--- config.mk ---
export PLATFORM = sky130hd
export DESIGN_NAME = bus_if_arb_flat
export DESIGN_NICKNAME = d
export VERILOG_FILES = /design/src/rtl/bus_if_arb_pkg.sv /design/src/rtl/bus_if_arb_if.sv /design/src/rtl/bus_if_arb_tag_fifo.sv /design/src/rtl/bus_if_arb.sv /design/src/flat_wrapper.sv
export SDC_FILE = /design/constraint.sdc
export NUM_CORES = 1
export LEC_CHECK = 0
export BUFFER_PORTS_ARGS = -buffer_cell sky130_fd_sc_hd__buf_4
export CAP_MARGIN = 10
export CORE_AREA = 10 10 121 123
export DETAILED_ROUTE_END_ITERATION = 10
export DIE_AREA = 0 0 131 133
export PLACE_DENSITY = 0.56
export SLEW_MARGIN = 20
export SYNTH_ARGS = -nofsm -noshare
export SYNTH_HDL_FRONTEND = slang
export SYNTH_HIERARCHICAL = 1
export SYNTH_SLANG_ARGS = --single-unit
--- constraint.sdc ---
create_clock -name Clk -period 5.4 [get_ports Clk]
set_clock_uncertainty 0.05 [all_clocks]
set_input_delay 1.08 -clock Clk [delete_from_list [all_inputs] [get_ports Clk]]
set_output_delay 1.08 -clock Clk [all_outputs]
set_load 0.1 [all_outputs]
--- src/rtl/bus_if_arb_pkg.sv ---
// Shared bus encodings: command/response codes, arbiter state, bus widths.
// Latency: n/a (types and constants only).
// Backpressure: n/a.
//
// Imported by Bus_if, bus_if_arb and the tag FIFO. Optional feature macro
// used by the arbiter: BUS_IF_ARB_FIXED_PRIO_EN.
package bus_if_arb_pkg;

  localparam int ADDR_W = 32;
  localparam int DATA_W = 32;
  localparam int BE_W   = DATA_W / 8;

  // Master command encoding
  typedef enum logic [2:0] {
    IDLE = 3'd0,
    WR   = 3'd1,
    RD   = 3'd2
  } cmd_e;

  // Slave response encoding
  typedef enum logic [1:0] {
    NULL = 2'd0,
    DVA  = 2'd1,
    ERR  = 2'd3
  } resp_e;

  // Arbiter state: free to pick, or locked onto the port whose command is
  // on the bus but not yet accepted.
  typedef enum logic [1:0] {
    ARB_FREE   = 2'd0,
    ARB_HOLD_0 = 2'd1,
    ARB_HOLD_1 = 2'd2
  } Arb_state;

  function automatic logic is_req(input cmd_e cmd);
    return cmd != IDLE;
  endfunction

endpackage

--- src/rtl/bus_if_arb_if.sv ---
// Request/response bus bundle between a master and a slave.
// Latency: n/a (wires only).
// Backpressure: SCmdAccept/SDataAccept on requests, MRespAccept on responses.
//
// Modports:
//   master - drives MCmd/MAddr/MData/MDataValid/MByteEn/MRespAccept/MReset_n
//   slave  - drives SCmdAccept/SDataAccept/SResp/SData
interface Bus_if;
  import bus_if_arb_pkg::*;

  cmd_e              MCmd;
  logic [ADDR_W-1:0] MAddr;
  logic [DATA_W-1:0] MData;
  logic              MDataValid;
  logic [BE_W-1:0]   MByteEn;
  logic              SCmdAccept;
  logic              SDataAccept;
  resp_e             SResp;
  logic [DATA_W-1:0] SData;
  logic              MRespAccept;
  logic              MReset_n;

  modport master (
    output MCmd, MAddr, MData, MDataValid, MByteEn, MRespAccept, MReset_n,
    input  SCmdAccept, SDataAccept, SResp, SData
  );

  // Reset travels with the shared clock domain, so the slave side does not
  // consume MReset_n from the bundle.
  modport slave (
    input  MCmd, MAddr, MData, MDataValid, MByteEn, MRespAccept,
    output SCmdAccept, SDataAccept, SResp, SData
  );

endinterface

--- src/rtl/bus_if_arb_tag_fifo.sv ---
// Generic small FIFO holding the port tag of each accepted command.
// Latency: data_out shows the head combinationally; push/pop update on the next clock.
// Backpressure: push ignored while full, pop ignored while empty; full clears the cycle after a pop.
//
// Ports: clk, rst_n (async active-low), push/data_in, pop/data_out, full, empty.
// DEPTH must be a power of two so the pointers wrap by natural overflow.
module bus_if_arb_tag_fifo #(
  parameter int WIDTH = 1,
  parameter int DEPTH = 4
) (
  input  logic             clk,
  input  logic             rst_n,
  input  logic             push,
  input  logic             pop,
  input  logic [WIDTH-1:0] data_in,
  output logic [WIDTH-1:0] data_out,
  output logic             full,
  output logic             empty
);

  localparam int AW = $clog2(DEPTH);

  logic [AW-1:0]    wr_ptr_q, wr_ptr_d;
  logic [AW-1:0]    rd_ptr_q, rd_ptr_d;
  logic [AW:0]      cnt_q, cnt_d;
  logic [WIDTH-1:0] mem_q [DEPTH];
  logic             do_push, do_pop;

  assign full     = (cnt_q == (AW+1)'(DEPTH));
  assign empty    = (cnt_q == '0);
  assign data_out = mem_q[rd_ptr_q];
  assign do_push  = push && !full;
  assign do_pop   = pop && !empty;

  always_comb begin
    wr_ptr_d = wr_ptr_q + AW'(do_push);
    rd_ptr_d = rd_ptr_q + AW'(do_pop);
    cnt_d    = cnt_q + (AW+1)'(do_push) - (AW+1)'(do_pop);
  end

  always_ff @(posedge clk or negedge rst_n) begin
    if (!rst_n) begin
      wr_ptr_q <= '0;
      rd_ptr_q <= '0;
      cnt_q    <= '0;
    end else begin
      wr_ptr_q <= wr_ptr_d;
      rd_ptr_q <= rd_ptr_d;
      cnt_q    <= cnt_d;
    end
  end

  always_ff @(posedge clk or negedge rst_n) begin
    if (!rst_n) begin
      for (int i = 0; i < DEPTH; i++) mem_q[i] <= '0;
    end else if (do_push) begin
      mem_q[wr_ptr_q] <= data_in;
    end
  end

endmodule

--- src/rtl/bus_if_arb.sv ---
// Two-master to one-slave bus arbiter with in-order response return.
// Latency: zero added cycles on both the request and the response path.
// Backpressure: slave SCmdAccept=0 locks the grant on the requester; a full tag FIFO blocks all grants.
//
// Ports: Clk, MReset_n (async active-low, forwarded to out.MReset_n),
//        in_0/in_1 (Bus_if.slave, master ports), out (Bus_if.master, to slave).
// Macro BUS_IF_ARB_FIXED_PRIO_EN: ties always go to in_0, no round-robin state.
// NUM_IN_FLIGHT must be a power of two, at least 2.
module bus_if_arb
  import bus_if_arb_pkg::*;
#(
  parameter int NUM_IN_FLIGHT = 4
) (
  input  logic  Clk,
  input  logic  MReset_n,
  Bus_if.slave  in_0,
  Bus_if.slave  in_1,
  Bus_if.master out
);

  Arb_state state_q, state_d;

  logic req_0, req_1;
  logic gnt_vld;   // a command is presented on out this cycle
  logic gnt_idx;   // which port owns out
  logic cmd_acc;   // presented command accepted by the slave
  logic prio_1;    // tie goes to in_1 when set

  logic fifo_full, fifo_empty;
  logic head_tag;
  logic resp_acc;
  logic tag_pop;

  assign req_0 = is_req(in_0.MCmd);
  assign req_1 = is_req(in_1.MCmd);

  // ---------------------------------------------------------------------------
  // Tie-break priority
  // ---------------------------------------------------------------------------
`ifdef BUS_IF_ARB_FIXED_PRIO_EN
  assign prio_1 = 1'b0;
`else
  logic rr_q, rr_d;

  // Favour the port that did not win the most recent accepted command.
  always_comb begin
    rr_d = rr_q;
    if (cmd_acc) rr_d = ~gnt_idx;
  end

  always_ff @(posedge Clk or negedge MReset_n) begin
    if (!MReset_n) rr_q <= 1'b0;
    else           rr_q <= rr_d;
  end

  assign prio_1 = rr_q;
`endif

  // ---------------------------------------------------------------------------
  // Arbiter FSM
  // ---------------------------------------------------------------------------
  always_ff @(posedge Clk or negedge MReset_n) begin
    if (!MReset_n) state_q <= ARB_FREE;
    else           state_q <= state_d;
  end

  always_comb begin
    gnt_vld = 1'b0;
    gnt_idx = 1'b0;
    state_d = state_q;

    case (state_q)
      ARB_HOLD_0: begin
        gnt_idx = 1'b0;
        gnt_vld = req_0;
      end
      ARB_HOLD_1: begin
        gnt_idx = 1'b1;
        gnt_vld = req_1;
      end
      default: begin
        gnt_idx = (req_0 && req_1) ? prio_1 : req_1;
        gnt_vld = req_0 || req_1;
      end
    endcase

    // Nothing goes out while the tag FIFO cannot record it, or during reset.
    // The state is left untouched so a hold survives the full condition.
    if (fifo_full || !MReset_n) gnt_vld = 1'b0;

    cmd_acc = gnt_vld && out.SCmdAccept;

    if (cmd_acc) begin
      state_d = ARB_FREE;
    end else if (gnt_vld) begin
      state_d = gnt_idx ? ARB_HOLD_1 : ARB_HOLD_0;
    end
  end

  // ---------------------------------------------------------------------------
  // Request path (combinational mux)
  // ---------------------------------------------------------------------------
  assign out.MReset_n   = MReset_n;
  assign out.MCmd       = !gnt_vld ? IDLE : (gnt_idx ? in_1.MCmd : in_0.MCmd);
  assign out.MAddr      = gnt_idx ? in_1.MAddr      : in_0.MAddr;
  assign out.MData      = gnt_idx ? in_1.MData      : in_0.MData;
  assign out.MDataValid = gnt_idx ? in_1.MDataValid : in_0.MDataValid;
  assign out.MByteEn    = gnt_idx ? in_1.MByteEn    : in_0.MByteEn;

  assign in_0.SCmdAccept  = gnt_vld && !gnt_idx && out.SCmdAccept;
  assign in_1.SCmdAccept  = gnt_vld &&  gnt_idx && out.SCmdAccept;
  assign in_0.SDataAccept = gnt_vld && !gnt_idx && out.SDataAccept;
  assign in_1.SDataAccept = gnt_vld &&  gnt_idx && out.SDataAccept;

  // ---------------------------------------------------------------------------
  // Response path: head tag steers the response back to its originator
  // ---------------------------------------------------------------------------
  assign in_0.SResp = (!fifo_empty && !head_tag) ? out.SResp : NULL;
  assign in_1.SResp = (!fifo_empty &&  head_tag) ? out.SResp : NULL;
  assign in_0.SData = (!fifo_empty && !head_tag) ? out.SData : '0;
  assign in_1.SData = (!fifo_empty &&  head_tag) ? out.SData : '0;

  assign resp_acc        = !fifo_empty && (head_tag ? in_1.MRespAccept : in_0.MRespAccept);
  assign out.MRespAccept = resp_acc;
  assign tag_pop         = resp_acc && (out.SResp != NULL);

  bus_if_arb_tag_fifo #(
    .WIDTH (1),
    .DEPTH (NUM_IN_FLIGHT)
  ) u_tag_fifo (
    .clk      (Clk),
    .rst_n    (MReset_n),
    .push     (cmd_acc),
    .pop      (tag_pop),
    .data_in  (gnt_idx),
    .data_out (head_tag),
    .full     (fifo_full),
    .empty    (fifo_empty)
  );

endmodule

--- src/flat_wrapper.sv ---
// flat-port wrapper written by rule: the top's interface ports become plain ports
module bus_if_arb_flat import bus_if_arb_pkg::*;
#(
  parameter int NUM_IN_FLIGHT = 4
)
  (Clk, MReset_n, in_0_MCmd, in_0_MAddr, in_0_MData, in_0_MDataValid, in_0_MByteEn, in_0_MRespAccept, in_0_SCmdAccept, in_0_SDataAccept, in_0_SResp, in_0_SData, in_1_MCmd, in_1_MAddr, in_1_MData, in_1_MDataValid, in_1_MByteEn, in_1_MRespAccept, in_1_SCmdAccept, in_1_SDataAccept, in_1_SResp, in_1_SData, out_MCmd, out_MAddr, out_MData, out_MDataValid, out_MByteEn, out_MRespAccept, out_MReset_n, out_SCmdAccept, out_SDataAccept, out_SResp, out_SData);
  Bus_if in_0_i ();
  Bus_if in_1_i ();
  Bus_if out_i ();
  input  logic Clk;
  input  logic MReset_n;
  input wire logic [$bits(in_0_i.MCmd)-1:0] in_0_MCmd;
  input wire logic [$bits(in_0_i.MAddr)-1:0] in_0_MAddr;
  input wire logic [$bits(in_0_i.MData)-1:0] in_0_MData;
  input wire logic [$bits(in_0_i.MDataValid)-1:0] in_0_MDataValid;
  input wire logic [$bits(in_0_i.MByteEn)-1:0] in_0_MByteEn;
  input wire logic [$bits(in_0_i.MRespAccept)-1:0] in_0_MRespAccept;
  output wire logic [$bits(in_0_i.SCmdAccept)-1:0] in_0_SCmdAccept;
  output wire logic [$bits(in_0_i.SDataAccept)-1:0] in_0_SDataAccept;
  output wire logic [$bits(in_0_i.SResp)-1:0] in_0_SResp;
  output wire logic [$bits(in_0_i.SData)-1:0] in_0_SData;
  input wire logic [$bits(in_1_i.MCmd)-1:0] in_1_MCmd;
  input wire logic [$bits(in_1_i.MAddr)-1:0] in_1_MAddr;
  input wire logic [$bits(in_1_i.MData)-1:0] in_1_MData;
  input wire logic [$bits(in_1_i.MDataValid)-1:0] in_1_MDataValid;
  input wire logic [$bits(in_1_i.MByteEn)-1:0] in_1_MByteEn;
  input wire logic [$bits(in_1_i.MRespAccept)-1:0] in_1_MRespAccept;
  output wire logic [$bits(in_1_i.SCmdAccept)-1:0] in_1_SCmdAccept;
  output wire logic [$bits(in_1_i.SDataAccept)-1:0] in_1_SDataAccept;
  output wire logic [$bits(in_1_i.SResp)-1:0] in_1_SResp;
  output wire logic [$bits(in_1_i.SData)-1:0] in_1_SData;
  output wire logic [$bits(out_i.MCmd)-1:0] out_MCmd;
  output wire logic [$bits(out_i.MAddr)-1:0] out_MAddr;
  output wire logic [$bits(out_i.MData)-1:0] out_MData;
  output wire logic [$bits(out_i.MDataValid)-1:0] out_MDataValid;
  output wire logic [$bits(out_i.MByteEn)-1:0] out_MByteEn;
  output wire logic [$bits(out_i.MRespAccept)-1:0] out_MRespAccept;
  output wire logic [$bits(out_i.MReset_n)-1:0] out_MReset_n;
  input wire logic [$bits(out_i.SCmdAccept)-1:0] out_SCmdAccept;
  input wire logic [$bits(out_i.SDataAccept)-1:0] out_SDataAccept;
  input wire logic [$bits(out_i.SResp)-1:0] out_SResp;
  input wire logic [$bits(out_i.SData)-1:0] out_SData;
  assign in_0_i.MCmd = in_0_MCmd;
  assign in_0_i.MAddr = in_0_MAddr;
  assign in_0_i.MData = in_0_MData;
  assign in_0_i.MDataValid = in_0_MDataValid;
  assign in_0_i.MByteEn = in_0_MByteEn;
  assign in_0_i.MRespAccept = in_0_MRespAccept;
  assign in_0_SCmdAccept = in_0_i.SCmdAccept;
  assign in_0_SDataAccept = in_0_i.SDataAccept;
  assign in_0_SResp = in_0_i.SResp;
  assign in_0_SData = in_0_i.SData;
  assign in_1_i.MCmd = in_1_MCmd;
  assign in_1_i.MAddr = in_1_MAddr;
  assign in_1_i.MData = in_1_MData;
  assign in_1_i.MDataValid = in_1_MDataValid;
  assign in_1_i.MByteEn = in_1_MByteEn;
  assign in_1_i.MRespAccept = in_1_MRespAccept;
  assign in_1_SCmdAccept = in_1_i.SCmdAccept;
  assign in_1_SDataAccept = in_1_i.SDataAccept;
  assign in_1_SResp = in_1_i.SResp;
  assign in_1_SData = in_1_i.SData;
  assign out_MCmd = out_i.MCmd;
  assign out_MAddr = out_i.MAddr;
  assign out_MData = out_i.MData;
  assign out_MDataValid = out_i.MDataValid;
  assign out_MByteEn = out_i.MByteEn;
  assign out_MRespAccept = out_i.MRespAccept;
  assign out_MReset_n = out_i.MReset_n;
  assign out_i.SCmdAccept = out_SCmdAccept;
  assign out_i.SDataAccept = out_SDataAccept;
  assign out_i.SResp = out_SResp;
  assign out_i.SData = out_SData;
  bus_if_arb #(.NUM_IN_FLIGHT(NUM_IN_FLIGHT)) u_core (.Clk(Clk), .MReset_n(MReset_n), .in_0(in_0_i), .in_1(in_1_i), .out(out_i));
endmodule
Yosys cells after proc, flatten, opt, wreduce, memory -nomap -nowiden
Index checks and enable logic that the tools add are counted.

Register bits after elaboration: 14. Input port bits: 184. Logic and storage cells: 73. Output and inout port bits: 146.

Reductions and logical operators: 27. Eq/ne operators: 3. Magnitude comparators: 3. Add/sub/neg operators: 4. Bitwise gates (word level): 3. Muxes and demuxes: 24.

Operators with widths (count): 32-bit 2-to-1 mux (4); 1-bit logical AND (15); 2-bit 2-to-1 mux (5); 1-bit 2-to-1 mux (7); 3-bit greater-or-equal comparator (second input constant) (2); 3-bit 2-to-1 mux (2); 2-bit inverter with 3-bit output (2); 3-bit nonzero test (2); 1-bit logical NOT (5); 2-bit by 1-bit adder with 2-bit output (2); 4-bit bitwise mux (1); 4-bit 2-to-1 mux (1); 1-bit case mux with 2 select lines (2); 2-bit nonzero test (2); 3-bit by 1-bit adder with 3-bit output (1); 3-bit == test (second input constant) (1); 3-bit logical NOT (1); 3-bit by 1-bit < comparator with 1-bit output (second input constant) (1); 3-bit by 1-bit subtractor with 3-bit output (1); 1-bit binary-select mux with 2-bit select (1); 1-bit demux with 2-bit select (1); 2-bit by 1-bit == test with 1-bit output (second input constant) (1); 2-bit == test (second input constant) (1); 1-bit logical OR (2); 1-bit inverter (1).

Depth between registers and ports, before layout
Gate-level depths: netlist (run 1).

Depth after elaboration: 9. Depth in mapped cells: 10. Depth with buffers taken out: 10.

Modules after synthesis
Netlist (run 1), hierarchy kept.

Modules (own cells, without submodules): bus_if_arb (sequential area each 75.1 sq um, area an instance 1679.1 sq um, instances 1, cells each 339); bus_if_arb_tag_fifo (sequential area each 275.3 sq um, area an instance 529.3 sq um, instances 1, cells each 38).

Worst setup path after synthesis (run 1)
Ideal clock, no wire load.

Kind: input-to-output. From: in in_0_MCmd[0]. To: out out_MCmd[1]. Stages: 5. Required time: 4.270 ns. Buffers on the path: 1. Arrival time: 3.442 ns. Path slack: 0.828 ns. Cells stage by stage: or3_1 > a211o_1 > buf_2 > mux2i_1 > nor2b_1.

Word-level cells in the longest chain between the ends: 6. Elaborated cells on any way between the ends: 9. Classes of those cells: mux: 6; reduce/logical: 3.

RTL lines: from (decl) (RTL line flat_wrapper.sv:12) `input wire logic [$bits(in_0_i.MCmd)-1:0] in_0_MCmd;`; 3-bit nonzero test (*) (RTL line bus_if_arb_pkg.sv:36) `return cmd != IDLE;`; 1-bit logical AND (RTL line bus_if_arb.sv:82) `gnt_idx = (req_0 && req_1) ? prio_1 : req_1;`; 1-bit 2-to-1 mux (RTL line bus_if_arb.sv:82); 1-bit case mux with 2 select lines (RTL line bus_if_arb.sv:72) `case (state_q)`; 3-bit 2-to-1 mux (RTL line bus_if_arb.sv:104) `assign out.MCmd = !gnt_vld ? IDLE : (gnt_idx ? in_1.MCmd : in_0.MCmd);`; 3-bit 2-to-1 mux (*) (RTL line bus_if_arb.sv:104); to (decl) (RTL line flat_wrapper.sv:32) `output wire logic [$bits(out_i.MCmd)-1:0] out_MCmd;`.

Every way passes the cells marked *; elsewhere a longest branch is shown, timed or not.

Worst setup path in the final report (run 1)
From: in in_0_MCmd[0]. To: out in_1_SCmdAccept.

Word-level cells in the longest chain between the ends: 6. Elaborated cells on any way between the ends: 9. Classes of those cells: mux: 4; reduce/logical: 5.

RTL lines: 3-bit nonzero test (*) (RTL line bus_if_arb_pkg.sv:36); 1-bit logical OR or 1-bit logical AND (tied branches) (RTL line bus_if_arb.sv:83, bus_if_arb.sv:82); 1-bit case mux with 2 select lines or 1-bit 2-to-1 mux (tied branches) (RTL line bus_if_arb.sv:72, bus_if_arb.sv:82); 1-bit 2-to-1 mux or 1-bit case mux with 2 select lines (tied branches) (RTL line bus_if_arb.sv:89, bus_if_arb.sv:72); 1-bit logical AND (*) (2 in series) (RTL line bus_if_arb.sv:111) `assign in_1.SCmdAccept = gnt_vld && gnt_idx && out.SCmdAccept;`; to (decl) (RTL line flat_wrapper.sv:28) `output wire logic [$bits(in_1_i.SCmdAccept)-1:0] in_1_SCmdAccept;`.

Marks and branches as above.

==> results of run 1 <==
==> state kept, by name, summed over array words and instances, names as in the netlist <==
name,cells
u_core/prio_1,1
u_core/state_q,2
u_core/u_tag_fifo/cnt_q,3
u_core/u_tag_fifo/mem_q,4
u_core/u_tag_fifo/rd_ptr_q,2
u_core/u_tag_fifo/wr_ptr_q,2
==> synthesized netlist by cell type, types with 3 or more instances <==
master	count	area share, %
and2_1	70	20
buf_2	8	1.8
buf_4	7	2.4
clkbuf_1	6	1.0
dfrtp_1	14	16
ha_1	5	2.8
inv_1	5	0.85
mux2_1	4	2.0
mux2i_1	5	2.3
nand2_1	211	36
nor2_1	5	0.85
nor2b_1	4	1.1
xnor2_1	3	1.2
xor2_1	3	1.2
==> layout make-up <==
cell class	instances	area [µm²]
well taps	172	215
inverters	6	22.5
repair buffers	335	2510
clock buffers	4	88.8
multi-input cells	334	1700
flip-flops and latches	14	350
fillers	1293	7470
==> worst reg2reg max path: stages (launching register included) <==
cell and delay (ps):
dfrtp_1 370, inv_1 70, ha_1 290, o21ai_0 120, a211oi_1 900, nand2b_1 240, xnor2_1 200, ha_1 200
fa_1 410, xor2_1 160, xnor2_1 130
==> through the flow <==
stage / hold WS, ps / instance area [µm²]
2_1_floorplan: 402 / 2210
3_5_place_dp: 424 / 4800
5_1_grt: 462 / 4890
3_3_place_gp: 417 / 4800
4_1_cts: 435 / 4890
6_report: 430 / 4890
==> logic make-up after synthesis <==
logic type | count (synthesis)
compound gates | 7
xor+xnor | 6
fa+ha+maj | 6
buf+inv | 29
flops | 14
mux | 12
simple gates | 303
==> metal layers <==
metal  vias up  routed length [µm]
met5         -                   0
met2       158                7520
met4         0                 148
met3         8                1290
met1      1502                4600
li1       1780                   -
==> worst paths after layout <==
path | startpoint | end | slack (ps)
max in group asynchronous | MReset_n | u_core/state_q[1] | 4480
setup / recovery | in_0_MCmd[0] | in_1_SCmdAccept | 1260
setup reg to reg | u_core/state_q[0] | u_core/u_tag_fifo/cnt_q[2] | 2160
min in group asynchronous | MReset_n | u_core/u_tag_fifo/cnt_q[2] | 640
hold / removal | u_core/u_tag_fifo/mem_q[0] | u_core/u_tag_fifo/mem_q[0] | 430
hold reg to reg | u_core/u_tag_fifo/mem_q[0] | u_core/u_tag_fifo/mem_q[0] | 430
==> flow_metrics.env, run 1 <==
export IMPL_ctsHoldBuffers=0
export IMPL_period_needed_ps=4140
export IMPL_rsz0062_at_grt="false"
export IMPL_yosys_most_used_dff="dfrtp_1"
export IMPL_final_common_cell="buf_4"
export IMPL_hpwl_mm=11.9
export IMPL_worst_pin_slew_ps=1050
export IMPL_cts_made_buffers=3
export IMPL_nets=884
export IMPL_setup_viol=0
export IMPL_path_buf_inv=4
export IMPL_grt_antenna_before_repair=0
export IMPL_htreeDepth=1
export IMPL_met2_usage_pct=27.8
export IMPL_critPathLaunchType="primary input"
export IMPL_netlist_instances=377
export IMPL_path_class="primary input to output port"
export IMPL_grt_ovfl_total=0
export IMPL_slowest_delay_ps=420
export IMPL_status="complete, no violations"
export IMPL_grt_pass1_wl_mm=19.8
export IMPL_finalCritPeriodShare_pct=76.7
export IMPL_yosysWarnings=6
export IMPL_avgSynthCellArea_um2=5.86
export IMPL_finalWorstSetupSlack_ps=1260
export IMPL_post_cts_repair_setup_buffers=0
export IMPL_diodes=0
export IMPL_start_util_pct=17.9
export IMPL_min_path_type="register to register"
export IMPL_cts_tree="done"
export IMPL_clk_pin_slew_ps=40
export IMPL_yosysUniqueCellTypes=35
export IMPL_max_freq_ghz=0.242
export IMPL_die_w_um=131
export IMPL_fin_cells=865
export IMPL_finalSetupTns_ps=0
export IMPL_critPathMaxFanout=22
export IMPL_area_delta_synth_final_pct=121
export IMPL_clkLatencyLatePin_ps=240
export IMPL_vias=3448
export IMPL_via_per_inst=3.99
export IMPL_die_y_um=133
export IMPL_synth_edff_count=0
export IMPL_seq_area_frac_synth_pct=15.9
export IMPL_path_cells="buf_4, or3_1, a211o_2, inv_2, buf_4, and2_1, buf_4"
export IMPL_end_kind="output port"
export IMPL_relSlewSlack_pct=29.9
export IMPL_reg2regPathDepth=10
export IMPL_ctsResizeCount=0
export IMPL_fp_coreArea_mm2=0.0124
export IMPL_synth_top_family_by_area="simple AND/OR/NAND/NOR gates"
export IMPL_ys_seq_elements=14
export IMPL_synth_xor_area_share_pct=2.38
export IMPL_drtIter0Drc=127
export IMPL_wl_per_cell_um=15.7
export IMPL_maxCapViolations=0
export IMPL_grt_usage_pct=14.1
export IMPL_cts_buffer_depth=2
export IMPL_pin_count=330
export IMPL_gp_congestion=0.918
export IMPL_drc=0
export IMPL_ant_nets=0
export IMPL_final_hold_violation_count=0
export IMPL_slowest_stage="or3_1"
export IMPL_syn_cell_area_mm2=0.00221
export IMPL_synthArstFlopShare_pct=100
export IMPL_io_buffers=329
export IMPL_dieArea_mm2=0.0174
export IMPL_first_global_vias=3540
export IMPL_path_depth=7
export IMPL_dp_cells=861
export IMPL_cp_top_family="buffers and inverters"
export IMPL_layout_common_cells="335 x buf_4, 211 x nand2_1, 70 x and2_1, 14 x dfrtp_1"
export IMPL_met1_usage_pct=14.3
export IMPL_pre_cts_ws_ps=1270
export IMPL_cp_common_cell="buf_4"
export IMPL_rows=41
export IMPL_grt_max_degree=76
export IMPL_routed_wl_mm=13.6
export IMPL_synthAdderAreaFrac_pct=3.74
export IMPL_cts_root_buf="clkbuf_16"
export IMPL_gr_max_usage_layer="met2"
export IMPL_met3_usage_pct=3.44
export IMPL_whs_path_depth=1
export IMPL_syn_num_nets=567
export IMPL_slew_violations=0
export IMPL_drive_above_1_share_pct=49.8
export IMPL_critPathRequiredTime_ps=4270
export IMPL_final_core_util_pct=39.6
export IMPL_cts_sinks=14
export IMPL_cp_arrival_ps=3010
export IMPL_synth_compound_area_share_pct=2.27
export IMPL_synthSimpleGateAreaFrac_pct=62.2
export IMPL_drtPass1Iterations=5
export IMPL_synth_mux_area_share_pct=6.35
Power of run 1 is not shown: default switching activity piles up to over one toggle a cycle in this logic, so the estimate is an artifact.
==> run 2: changes to the inputs <==
--- a/config.mk
+++ b/config.mk
@@ -5,12 +5,13 @@
 export SDC_FILE = /design/constraint.sdc
 export NUM_CORES = 1
 export LEC_CHECK = 0
+export ABC_AREA = 1
 export BUFFER_PORTS_ARGS = -buffer_cell sky130_fd_sc_hd__buf_4
 export CAP_MARGIN = 10
-export CORE_AREA = 10 10 121 123
+export CORE_AREA = 10 10 120 122
 export DETAILED_ROUTE_END_ITERATION = 10
-export DIE_AREA = 0 0 131 133
-export PLACE_DENSITY = 0.56
+export DIE_AREA = 0 0 130 132
+export PLACE_DENSITY = 0.58
 export SLEW_MARGIN = 20
 export SYNTH_ARGS = -nofsm -noshare
 export SYNTH_HDL_FRONTEND = slang
==> constraint.sdc (replaced) <==
create_clock -name Clk -period 4.1 [get_ports Clk]
set_clock_uncertainty 0.05 [all_clocks]
set_input_delay 0.82 -clock Clk [delete_from_list [all_inputs] [get_ports Clk]]
set_output_delay 0.82 -clock Clk [all_outputs]
set_load 0.1 [all_outputs]
==> run 2 against run 1 <==
Routed wire length rose by 8.7%. Die area fell by 1.5%. First-iteration DRC count rose by 50%. Critical endpoint is now out_MCmd[2]. Final area rose by 1.1%. Sequential share of layout area fell by 0.080 points. Setup slack got worse by 390 ps. Register-to-register slack got worse by 810 ps. Critical path type unchanged. Clock-buffer cell count did not move. Cell count rose by 7.5%. Via count rose by 8.3%.
==> flow_metrics.env, run 2 <==
export IMPL_pin_count=330
export IMPL_fin_cells=930
export IMPL_path_class="primary input to output port"
export IMPL_drc=0
export IMPL_post_cts_repair_setup_buffers=0
export IMPL_final_core_util_pct=41.5
export IMPL_drtIter0Drc=190
export IMPL_nets=974
export IMPL_grt_antenna_before_repair=0
export IMPL_cts_tree="done"
export IMPL_reg_top3="u_core/u_tag_fifo/mem_q x4, u_core/u_tag_fifo/cnt_q x3"
export IMPL_cts_made_buffers=3
export IMPL_grt_max_degree=58
export IMPL_grt_usage_pct=15.8
export IMPL_synth_area_leader_cell="nand2_1"
export IMPL_worst_pin_slew_ps=634
export IMPL_die_w_um=130
export IMPL_relSlewSlack_pct=57.8
export IMPL_yosys_most_used_dff="dfrtp_1"
export IMPL_ctsHoldBuffers=0
export IMPL_hpwl_mm=12.8
export IMPL_fp_coreArea_mm2=0.0119
export IMPL_vias=3734
export IMPL_end_kind="output port"
export IMPL_die_y_um=132
export IMPL_diodes=0
export IMPL_max_freq_ghz=0.310
export IMPL_drive_above_1_share_pct=45.5
export IMPL_rrSetupSlack_ps=1350
export IMPL_syn_cell_area_mm2=0.00229
export IMPL_synth_area_leaders="nand2_1 39%, dfrtp_1 15%, nor2_1 13%"
export IMPL_avgSynthCellArea_um2=4.90
export IMPL_syn_num_nets=658
export IMPL_critPathLaunchType="primary input"
export IMPL_final_hold_violation_count=0
export IMPL_synthArstFlopShare_pct=100
export IMPL_critPathMaxFanout=16
export IMPL_rows=40
export IMPL_start_util_pct=19.3
export IMPL_htreeDepth=1
export IMPL_yosysTopAreaCellShare_pct=39.4
export IMPL_layout_common_cells="334 x buf_4, 241 x nand2_1, 81 x nor2_1, 55 x inv_1"
export IMPL_ctsResizeCount=0
export IMPL_ant_nets=0
export IMPL_dieArea_mm2=0.0172
export IMPL_grt_ovfl_total=0
export IMPL_period_needed_ps=3230
export IMPL_maxCapViolations=0
export IMPL_dp_cells=926
export IMPL_cp_arrival_ps=2360
export IMPL_rsz0062_at_grt="false"
export IMPL_largest_register_ffs=4
export IMPL_finalCritPeriodShare_pct=78.7
export IMPL_routed_wl_mm=14.7
export IMPL_finalSetupTns_ps=0
export IMPL_final_common_cell="buf_4"
export IMPL_clkLatencyLatePin_ps=240
export IMPL_io_buffers=329
export IMPL_netlist_top_cells_count="241 x nand2_1, 81 x nor2_1, 55 x inv_1, 14 x dfrtp_1, 14 x nand3_1"
export IMPL_yosysWarnings=6
export IMPL_netlist_instances=468
export IMPL_ys_seq_elements=14
export IMPL_yosysUniqueCellTypes=25
export IMPL_min_path_type="primary input to asynchronous set/reset pin"
export IMPL_status="complete, no violations"
export IMPL_yosysMostFrequentCell="nand2_1"
export IMPL_setup_viol=0
export IMPL_drtPass1Iterations=4
export IMPL_cts_root_buf="clkbuf_16"
export IMPL_cts_buffer_depth=2
export IMPL_seq_area_frac_synth_pct=15.3
export IMPL_wl_per_cell_um=15.9
export IMPL_largest_register="u_core/u_tag_fifo/mem_q"
export IMPL_synth_edff_count=0
export IMPL_first_global_vias=3719
export IMPL_slew_violations=0
export IMPL_grt_pass1_wl_mm=21.5
export IMPL_clk_pin_slew_ps=40
export IMPL_area_delta_synth_final_pct=116
export IMPL_via_per_inst=4.02
export IMPL_critPathRequiredTime_ps=3230
export IMPL_gp_congestion=0.832
export IMPL_cts_sinks=14
[run 2: kinds of logic after synthesis]
| group | count (synthesis) | synth area share (%) |
|---|---|---|
| simple gates | 353 | 60.5 |
| compound gates | 10 | 3.00 |
| buf+inv | 83 | 16.9 |
| xor+xnor | 2 | 0.764 |
| fa+ha+maj | 6 | 3.60 |
| flops | 14 | 15.3 |
[run 2: worst paths after layout]
kind,from,end,depth (start not counted)
hold reg to reg,u_core/u_tag_fifo/mem_q[2],u_core/u_tag_fifo/mem_q[2],2
setup reg to reg,u_core/state_q[0],u_core/u_tag_fifo/cnt_q[2],13
min in group Clk,u_core/u_tag_fifo/mem_q[2],u_core/u_tag_fifo/mem_q[2],2
hold / removal,MReset_n,u_core/u_tag_fifo/cnt_q[1],1
max in group asynchronous,MReset_n,u_core/u_tag_fifo/rd_ptr_q[0],1
setup / recovery,MReset_n,out_MCmd[2],8
[run 2: cell type report]
cell class / count / area (µm²)
clock buffers: 4 / 88.8
fillers: 1344 / 6970
inverters: 59 / 221
multi-input cells: 371 / 1570
flip-flops and latches: 14 / 350
well taps: 147 / 184
repair buffers: 335 / 2530
[run 2: per-layer routing]
layer | track usage (%) | vias to the layer above | share of wire (%)
met2 | 30.2 | 139 | 54
met5 | 0 | - | 0
met1 | 16.3 | 1585 | 37
li1 | - | 1996 | -
met3 | 4.38 | 14 | 8.2
met4 | 3.25 | 0 | 1.5
[run 2: worst max-delay path: stages]
cell and delay [ps]:
buf_4 210, inv_1 60, nor2_1 150, inv_1 60, a21oi_1 500, nand3_1 140, nand2_1 120, buf_4 290
[run 2: through the flow]
| step | setup slack [ps] | hold WS [ps] | area (µm²) |
|---|---|---|---|
| floorplan | 594 | 387 | 2300 |
| global placement | 846 | 412 | 4860 |
| detailed placement | 882 | 418 | 4860 |
| CTS | 867 | 381 | 4950 |
| global route | 649 | 391 | 4950 |
| finish | 873 | 378 | 4950 |
Power of run 2 is left out for the same reason.
==> run 3: changes to the inputs <==
==> constraint.sdc (replaced) <==
create_clock -name Clk -period 3.3 [get_ports Clk]
set_clock_uncertainty 0.05 [all_clocks]
set_input_delay 0.66 -clock Clk [delete_from_list [all_inputs] [get_ports Clk]]
set_output_delay 0.66 -clock Clk [all_outputs]
set_load 0.1 [all_outputs]
==> run 3 against run 2 <==
Routed wire length rose by 0.94%. Non-clock buffer count is 5 higher. Worst hold slack worse by 170 ps. Critical path type is now register to output port. Critical endpoint is now out_MAddr[30].
==> flow_metrics.env, run 3 (synthesis gave the netlist of run 2 again) <==
export IMPL_critPathLaunchType="register"
export IMPL_cp_arrival_ps=2260
export IMPL_met1_usage_pct=16.4
export IMPL_reg2regPathDepth=13
export IMPL_clkLatencyLatePin_ps=240
export IMPL_drc=0
export IMPL_io_buffers=329
export IMPL_fin_area_mm2=0.00501
export IMPL_drtPass1Iterations=4
export IMPL_start_util_pct=19.3
export IMPL_critPathRequiredTime_ps=2590
export IMPL_final_common_cell="buf_4"
export IMPL_slew_violations=0
export IMPL_largest_register="u_core/u_tag_fifo/mem_q"
export IMPL_rows=40
export IMPL_r2r_end="u_core/u_tag_fifo/cnt_q[2]"
export IMPL_layout_common_cells="337 x buf_4, 241 x nand2_1, 81 x nor2_1, 55 x inv_1"
export IMPL_largest_register_ffs=4
export IMPL_ctsHoldBuffers=0
export IMPL_pin_count=330
export IMPL_finalSetupTns_ps=0
export IMPL_cts_sinks=14
export IMPL_reg_top3="u_core/u_tag_fifo/mem_q x4, u_core/u_tag_fifo/cnt_q x3"
export IMPL_grt_pass1_wl_mm=21.6
export IMPL_rsz0062_at_grt="false"
export IMPL_met2_usage_pct=29.4
export IMPL_ctsResizeCount=0
export IMPL_placed_cell_area_mm2=0.00492
export IMPL_final_hold_violation_count=0
export IMPL_finalCritPeriodShare_pct=90.1
export IMPL_path_cells="inv_1, ha_1, a21boi_2, nand2_1, nand2_2, buf_12, nand2_1, nand2_1, buf_4"
export IMPL_die_w_um=130
export IMPL_min_path_type="primary input to asynchronous set/reset pin"
export IMPL_critPathMaxFanout=34
export IMPL_dieArea_mm2=0.0172
export IMPL_grt_ovfl_total=0
export IMPL_area_delta_synth_final_pct=118
export IMPL_status="complete, no violations"
export IMPL_grt_max_degree=35
export IMPL_grt_usage_pct=15.9
export IMPL_drive_above_1_share_pct=45.8
export IMPL_grt_antenna_before_repair=0
export IMPL_routed_wl_mm=14.9
export IMPL_fp_coreArea_mm2=0.0119
export IMPL_period_needed_ps=2970
export IMPL_clk_pin_slew_ps=50
export IMPL_slowest_stage="dfrtp_1"
export IMPL_wl_per_cell_um=15.9
export IMPL_via_per_inst=4.05
export IMPL_gr_max_usage_layer="met2"
export IMPL_maxCapViolations=0
export IMPL_diodes=0
export IMPL_regArea_um2=350
export IMPL_setup_viol=0
export IMPL_vias=3784
export IMPL_cts_buffer_depth=2
export IMPL_max_freq_ghz=0.336
export IMPL_final_core_util_pct=42.0
export IMPL_relSlewSlack_pct=74.9
export IMPL_htreeDepth=1
export IMPL_first_global_vias=3655
export IMPL_slowest_delay_ps=370
export IMPL_cp_common_cell="nand2_1"
export IMPL_post_cts_repair_setup_buffers=0
export IMPL_hpwl_mm=13.1
export IMPL_cts_tree="done"
export IMPL_path_class="register to output port"
export IMPL_cts_made_buffers=3
export IMPL_nets=979
export IMPL_die_y_um=132
export IMPL_met3_usage_pct=5.35
export IMPL_fillers=1329
export IMPL_rrSetupSlack_ps=530
export IMPL_reg2reg_from="u_core/state_q[0]"
export IMPL_cts_root_buf="clkbuf_16"
export IMPL_finalWorstSetupSlack_ps=326
export IMPL_end_kind="output port"
export IMPL_multi_input_comb_area_mm2=0.00157
export IMPL_gp_congestion=0.880
export IMPL_ant_nets=0
export IMPL_drtIter0Drc=185
export IMPL_pre_cts_ws_ps=401
export IMPL_worst_pin_slew_ps=376
==> run 3: cell types whose count changed in the layout (fill, tap and decap cells not counted) <==
cell    previous run  this run
buf_12             1         3
buf_4            334       337
==> run 3: stage by stage <==
stage          hold WS [ps]  instances
2_1_floorplan           314        468
3_3_place_gp            408        931
3_5_place_dp            412        931
4_1_cts                 217        935
5_1_grt                 228        935
6_report                213        935
==> run 3: critical path, delay by kind of cell (launching register included) <==
kind / cells / cell delay [ps]
DFF: 1 / 370
AOI/OAI and AO/OA: 1 / 220
adders and majority gates: 1 / 300
and+or+nand+nor: 4 / 520
buffers and inverters: 3 / 590
==> run 3: area by class of cell <==
class	instances	area share (%)
Sequential cell	14	6.99
Inverter	59	4.42
Tap cell	147	3.67
Multi-Input combinational cell	371	31.4
Timing Repair Buffer	340	51.7
Clock buffer	4	1.77
==> run 3: worst max-delay path by stage <==
stage | startpoint | to | slack [ps] | cells past startpoint
final | u_core/state_q[0] | out_MAddr[30] | 330 | 9
after CTS | u_core/state_q[0] | out_MAddr[30] | 300 | 9
after detailed placement | in_1_MCmd[0] | out_MData[4] | 400 | 8
after global routing | u_core/state_q[0] | out_MAddr[15] | 180 | 9
after floorplan | u_core/u_tag_fifo/rd_ptr_q[0] | in_1_SData[0] | 40 | 8
after global placement | in_1_MCmd[0] | out_MData[4] | 420 | 8
==> run 3: metal layers <==
metal / part of all wire (%) / wire (µm)
met5: 0 / 0
met4: 2.0 / 303
met3: 10 / 1490
met2: 52 / 7790
met1: 36 / 5300
Power of run 3 is left out for the same reason.
